==> config.mk <==
export PLATFORM = sky130hd
export DESIGN_NAME = port_arbiter
export DESIGN_NICKNAME = d
export VERILOG_FILES = /design/src/rtl/port_arbiter_pkg.sv /design/src/rtl/port_arbiter_slot.sv /design/src/rtl/port_arbiter.sv
export SDC_FILE = /design/constraint.sdc
export NUM_CORES = 1
export LEC_CHECK = 0
export CELL_PAD_IN_SITES_DETAIL_PLACEMENT = 1
export CELL_PAD_IN_SITES_GLOBAL_PLACEMENT = 1
export CORE_MARGIN = 2
export CORE_UTILIZATION = 43
export DETAILED_ROUTE_END_ITERATION = 10
export PLACE_DENSITY_LB_ADDON = 0.2
export SETUP_SLACK_MARGIN = 0.2
export SLEW_MARGIN = 30
export SYNTH_ARGS = -nofsm -noshare
export SYNTH_HDL_FRONTEND = slang
export SYNTH_HIERARCHICAL = 1
export SYNTH_SLANG_ARGS = --single-unit
==> constraint.sdc <==
create_clock -name clk -period 8.1 [get_ports clk]
set_input_delay 2.43 -clock clk [delete_from_list [all_inputs] [get_ports clk]]
set_output_delay 2.43 -clock clk [all_outputs]
set_load 0.01 [all_outputs]
==> src/rtl/port_arbiter_pkg.sv <==
// Shared node types: grant-source and FSM state encodings plus the round-robin
// port picker used by the arbiter.
package port_arbiter_pkg;

  localparam int DW = 32;

  typedef enum logic [1:0] {
    SRC_NONE  = 2'b00,
    SRC_LEFT  = 2'b01,
    SRC_RIGHT = 2'b10,
    SRC_SELF  = 2'b11
  } src_e;

  typedef enum logic [1:0] {
    ST_IDLE  = 2'b00,
    ST_OFFER = 2'b01,
    ST_BUSY  = 2'b10
  } state_e;

  localparam logic [1:0] IDX_LEFT  = 2'd0;
  localparam logic [1:0] IDX_RIGHT = 2'd1;
  localparam logic [1:0] IDX_SELF  = 2'd2;

  // First pending port strictly after 'last' in left->right->self order.
  function automatic logic [1:0] rr_pick(input logic [2:0] pend, input logic [1:0] last);
    logic [1:0] idx;
    logic       found;
    rr_pick = last;
    idx     = last;
    found   = 1'b0;
    for (int k = 0; k < 3; k++) begin
      idx = (idx == IDX_SELF) ? IDX_LEFT : idx + 2'd1;
      if (pend[idx] && !found) begin
        rr_pick = idx;
        found   = 1'b1;
      end
    end
  endfunction

  function automatic src_e idx_to_src(input logic [1:0] idx);
    return src_e'(idx + 2'd1);
  endfunction

endpackage

==> src/rtl/port_arbiter_slot.sv <==
// One holding slot: captures an instruction when empty (or being freed this
// cycle), otherwise flags the request as a drop.
module port_slot
  import port_arbiter_pkg::*;
(
  input  logic          clk,
  input  logic          reset,
  input  logic          req_i,
  input  logic          clear_i,
  input  logic [DW-1:0] data_i,
  output logic          full_o,
  output logic [DW-1:0] data_o,
  output logic          drop_o
);

  logic          full_q, full_d;
  logic [DW-1:0] data_q, data_d;
  logic          capture;

  always_comb begin
    capture = req_i && (!full_q || clear_i);
    full_d  = full_q;
    data_d  = data_q;
    if (capture) begin
      full_d = 1'b1;
      data_d = data_i;
    end else if (clear_i) begin
      full_d = 1'b0;
    end
  end

  always_ff @(posedge clk) begin
    if (reset) begin
      full_q <= 1'b0;
      data_q <= '0;
    end else begin
      full_q <= full_d;
      data_q <= data_d;
    end
  end

  assign drop_o = req_i && full_q && !clear_i && !reset;
  assign full_o = full_q;
  assign data_o = data_q;

endmodule

==> src/rtl/port_arbiter.sv <==
// Three-port instruction arbiter: per-port holding slots feed a round-robin
// IDLE/OFFER/BUSY grant FSM; overflowing requests are counted as drops.
module port_arbiter
  import port_arbiter_pkg::*;
(
  input  logic          clk,
  input  logic          reset,
  input  logic          req_left,
  input  logic          req_right,
  input  logic          req_self,
  input  logic [DW-1:0] data_left,
  input  logic [DW-1:0] data_right,
  input  logic [DW-1:0] data_self,
  input  logic          grant_ack,
  input  logic          ctrl_done,
  output logic          grant_valid,
  output logic [DW-1:0] grant_data,
  output logic [1:0]    grant_src,
  output logic [2:0]    pending,
  output logic          busy,
  output logic [7:0]    drop_cnt,
  output logic [1:0]    state_o
);

  logic [2:0]    req_vec, full_vec, drop_vec, clear_vec;
  logic [DW-1:0] din    [3];
  logic [DW-1:0] slot_q [3];

  state_e        state_q, state_d;
  logic          grant_valid_q, grant_valid_d;
  logic [DW-1:0] grant_data_q, grant_data_d;
  src_e          grant_src_q, grant_src_d;
  logic [1:0]    sel_q, sel_d;
  logic [1:0]    last_q, last_d;
  logic [7:0]    drop_cnt_q, drop_cnt_d;
  logic [8:0]    drop_sum;
  logic [1:0]    pick;
  logic [DW-1:0] pick_data;

  assign req_vec = {req_self, req_right, req_left};
  assign din[0]  = data_left;
  assign din[1]  = data_right;
  assign din[2]  = data_self;

  for (genvar g = 0; g < 3; g++) begin : g_slot
    port_slot u_slot (
      .clk     (clk),
      .reset   (reset),
      .req_i   (req_vec[g]),
      .clear_i (clear_vec[g]),
      .data_i  (din[g]),
      .full_o  (full_vec[g]),
      .data_o  (slot_q[g]),
      .drop_o  (drop_vec[g])
    );
  end

  // Decision uses registered full flags, so a same-cycle capture is never granted.
  always_comb begin
    pick = rr_pick(full_vec, last_q);
    case (pick)
      IDX_LEFT:  pick_data = slot_q[0];
      IDX_RIGHT: pick_data = slot_q[1];
      default:   pick_data = slot_q[2];
    endcase
  end

  always_comb begin
    drop_sum   = {1'b0, drop_cnt_q} + 9'(drop_vec[0]) + 9'(drop_vec[1]) + 9'(drop_vec[2]);
    drop_cnt_d = (drop_sum > 9'd255) ? 8'hFF : drop_sum[7:0];
  end

  always_ff @(posedge clk) begin
    if (reset) begin
      state_q       <= ST_IDLE;
      grant_valid_q <= 1'b0;
      grant_data_q  <= '0;
      grant_src_q   <= SRC_NONE;
      sel_q         <= IDX_LEFT;
      last_q        <= IDX_SELF;
      drop_cnt_q    <= '0;
    end else begin
      state_q       <= state_d;
      grant_valid_q <= grant_valid_d;
      grant_data_q  <= grant_data_d;
      grant_src_q   <= grant_src_d;
      sel_q         <= sel_d;
      last_q        <= last_d;
      drop_cnt_q    <= drop_cnt_d;
    end
  end

  always_comb begin
    state_d = state_q;
    case (state_q)
      ST_IDLE:  if (|full_vec) state_d = ST_OFFER;
      ST_OFFER: if (grant_ack) state_d = ST_BUSY;
      ST_BUSY:  if (ctrl_done) state_d = ST_IDLE;
      default:  state_d = ST_IDLE;
    endcase
  end

  always_comb begin
    grant_valid_d = grant_valid_q;
    grant_data_d  = grant_data_q;
    grant_src_d   = grant_src_q;
    sel_d         = sel_q;
    last_d        = last_q;
    clear_vec     = '0;
    case (state_q)
      ST_IDLE: begin
        if (|full_vec) begin
          grant_valid_d = 1'b1;
          grant_data_d  = pick_data;
          grant_src_d   = idx_to_src(pick);
          sel_d         = pick;
        end
      end
      ST_OFFER: begin
        if (grant_ack) begin
          clear_vec[sel_q] = !reset;
          grant_valid_d    = 1'b0;
          grant_data_d     = '0;
          grant_src_d      = SRC_NONE;
          last_d           = sel_q;
        end
      end
      default: ;
    endcase
  end

  assign grant_valid = grant_valid_q;
  assign grant_data  = grant_data_q;
  assign grant_src   = grant_src_q;
  assign pending     = full_vec;
  assign busy        = (state_q != ST_IDLE);
  assign drop_cnt    = drop_cnt_q;
  assign state_o     = state_q;

endmodule
==> summary.txt <==
Yosys
  • Mean Syn Cell Area: a little under 10 um^2
  • Synth Flop Type: dfxtp_1
  • Most numerous cell in the Yosys netlist: nand2b_1
  • Synth Register Bits: 148
  • Most area-consuming cells after synthesis: dfxtp_1 (40%), nand2b_1 (16%), mux2i_1 (13%), a22o_1 (3.8%), nor3b_1 (3.4%)
  • Top cell type's share of synthesized area: 40.1%
  • Share of synthesized registers carrying an async set or reset: 0%
  • Commonest cells in the netlist: nand2b_1 (195), dfxtp_1 (148), mux2i_1 (97)
  • Ys Warns: 6
  • Synth Area in XOR/XNOR: 0.118%
  • Post-synth EDFFs: 0
  • Adder-cell share of the synthesized area: between 1 and 1.5%
  • Netlist cell types: 43
  • Post-synthesis simple-gate area fraction: approximately a quarter
  • Sequential-to-total area share from yosys stat: 40.1%
  • Mapped cell area: 0.00739 mm^2
  • Syn nets: between 800 and 900
  • Largest family of logic cells by synthesized area: simple AND/OR/NAND/NOR gates
  • Mux contribution to synthesized area: 13.3%
  • Synth area leader: dfxtp_1
  • Synth Area in Compound Gates: 15.5%
  • Syn Inst Count: ~760

Layout
  • Final nets: 984
  • Layout cells sized above 1: approximately 6.5%
  • ANT cells: 0
  • Final Util: about 57%
  • Design Area, Final: between 0.009 and 0.01 mm^2
  • Area grow syn2layout: 28.2%

Flow run
  • Max Cap Viol: 0

STA
  • RSZ-0062 raised after global routing: false
  • Tightest Pin Transition: 827 ps
  • Setup violators final: 0
  • Fin crit period: 5510 ps
  • Final period util: between 60% and 70%
  • Clock skew: 7.99 ps
  • Setup ws final: between 2000 and 3000 ps
  • Slew Viols, Final: 0
  • Final Hold Vio Count: 0
  • Max-slew headroom: 44.9%
  • Fin Setup TNS: 0 ps
  • Fmax: 0.181 GHz

Worst setup path
  • Crit path capture type: flop
  • Max incr delay on CP: 530 ps
  • WP data required: 8440 ps
  • Worst path most repeated cell: fa_1
  • Critical path class: in2reg
  • Crit path buf inv count: 2
  • CP arrival: 5850 ps
  • Crit-path cells: clkdlybuf4s50_1, nand3b_1, nor4_1, and4bb_2, fa_1, ha_1, inv_1, fa_1, and4b_1, nand4_1, a31oi_1
  • Crit path max-delay family: simple AND/OR/NAND/NOR gates
  • Startpoint types: input pin
  • Worst path slowest cell: clkdlybuf4s50_1
  • Crit Path Max Fanout: 9

Clock tree
  • Clock buffer depth: 2
  • CTS H-Tree Depth: 4
  • Post-cts sizing count: 0
  • Clock slew at reported path FFs: about 60 ps
  • Hold_buf cts: 0
  • Post-CTS Setup Repair Bufs: 0
  • CTS Buf Count: 17
  • Clock root buffer master: clkbuf_16
  • Worst-skew pair later-pin latency: 420 ps
  • # clock sinks: approximately 150
  • CTS tree: built

GRT
  • Gr usage total: 23.8%
  • First-pass GRT wire length: between 30,000 and 40,000 um
  • Initial antenna violation count: 0
  • Largest net degree at the start of global routing: 113
  • Remaining global-route overflow: 0
  • Number of global-route vias before repair: 6,203

Drt
  • Average wire per standard cell: 19.4 um
  • Final ANT Viol Nets: 0
  • Drt via density: 5.45
  • Final wirelength: 21,500 um
  • Via Count: about 6,000
  • Drt first pass iters: 4
  • Iter 0 DRT Violations: 452
  • DRC Markers: 0

Placement
  • HPWL after DPL: 14,300 um
  • Port bufs: 151
  • Post-DP Area: 0.00885 mm^2
  • Pre-CTS setup slack: 2210 ps
  • GPL Wtd Cong: 0.804

Power
  • Worst vdd ir: about 0.16 mV
  • Leakage: 3.55 nW
  • PD cells: about 210 mW/mm^2

Floorplanning
  • Row cnt: 47
  • Initial Utilization: 44.3%
  • I/O pin count: 152
  • DIE HEIGHT: between 100 and 150 um
  • DIE AREA: approximately 0.018 mm^2
  • Core region area: 0.0167 mm^2
  • Die width: 135 um

Worst hold path
  • Worst hold path type: reg2reg

Run status
  • Status: finished, final reports clean
## routing by layer
layer  global-route usage, %  vias up  part of all wire, %
li1                        -     2899                    -
met1                    32.9     2954                   47
met2                    38.3      165                   47
met3                    4.00       19                  4.4
met4                    7.00        0                  1.3
met5                       0        -                    0
## kinds of logic after synthesis
kind of cell	count (synthesis)
buffers and inverters	81
adders and majority gates	6
xor gates and xnor gates	1
DFF	148
AOI/OAI and AO/OA	160
and+or+nand+nor	268
muxes	98
## final timing paths
path | from | end | slack [ps] | depth (start not counted)
worst max-delay path | grant_ack | drop_cnt[3]$_SDFF_PP0_ | 2590 | 11
worst min register to register | grant_data[17]$_SDFFE_PP0P_ | grant_data[17]$_SDFFE_PP0P_ | 470 | 2
worst max register to register | state_o[1]$_SDFFE_PP0P_ | drop_cnt[3]$_SDFF_PP0_ | 4260 | 11
worst min-delay path | grant_data[17]$_SDFFE_PP0P_ | grant_data[17]$_SDFFE_PP0P_ | 470 | 2
## per-stage QoR
stage,cells,power [mW],hold WS [ps]
after CTS,1108,1.99,474
final,1108,1.97,471
after floorplan,762,1.02,444
after detailed placement,1076,1.15,464
after global placement,1076,1.14,456
after global routing,1108,2.05,492
## layout make-up
type	count	area, um^2
Tap cell	220	275
Sequential cell	148	2960
Multi-Input combinational cell	533	3970
Timing Repair Buffer	163	1600
Clock buffer	19	443
Clock inverter	13	183
Fill cell	1827	7220
Inverter	12	45.0
## placed cells by master, fill, tap and decap left out, drive strengths merged, types with 12 or more instances in the layout
master,netlist,routed
a22o,32,32
clkdlybuf4s50,0,150
nor3b,33,33
o211ai,32,32
inv,12,12
dfxtp,148,148
nand2b,195,195
a21oi,48,48
buf,32,13
o31ai,33,33
clkbuf,37,19
mux2i,97,97
## power by group
group	switching, mW	internal, mW
clock network	0.314	0.523
registers	0.0369	0.776
logic	0.167	0.159
total	0.518	1.46
## flip-flops by register name (all words and copies together), names as in the netlist
| name | count |
|---|---|
| grant_data | 32 |
| drop_cnt | 8 |
| sel_q | 2 |
| grant_src | 2 |
| g_slot.u_slot/data_o | 96 |
| grant_valid | 1 |
| g_slot.u_slot/full_o | 3 |
| last_q | 2 |
| state_o | 2 |
## worst reg2reg max path, cell delays in order, from the launching register on
cell	delay, ps
dfxtp_1	440
buf_4	300
nand3b_1	410
nor4_1	400
and4bb_2	300
fa_1	490
ha_1	160
inv_1	50
fa_1	440
and4b_1	330
nand4_1	220
a31oi_1	220
Power figures use the tool's default switching activity.
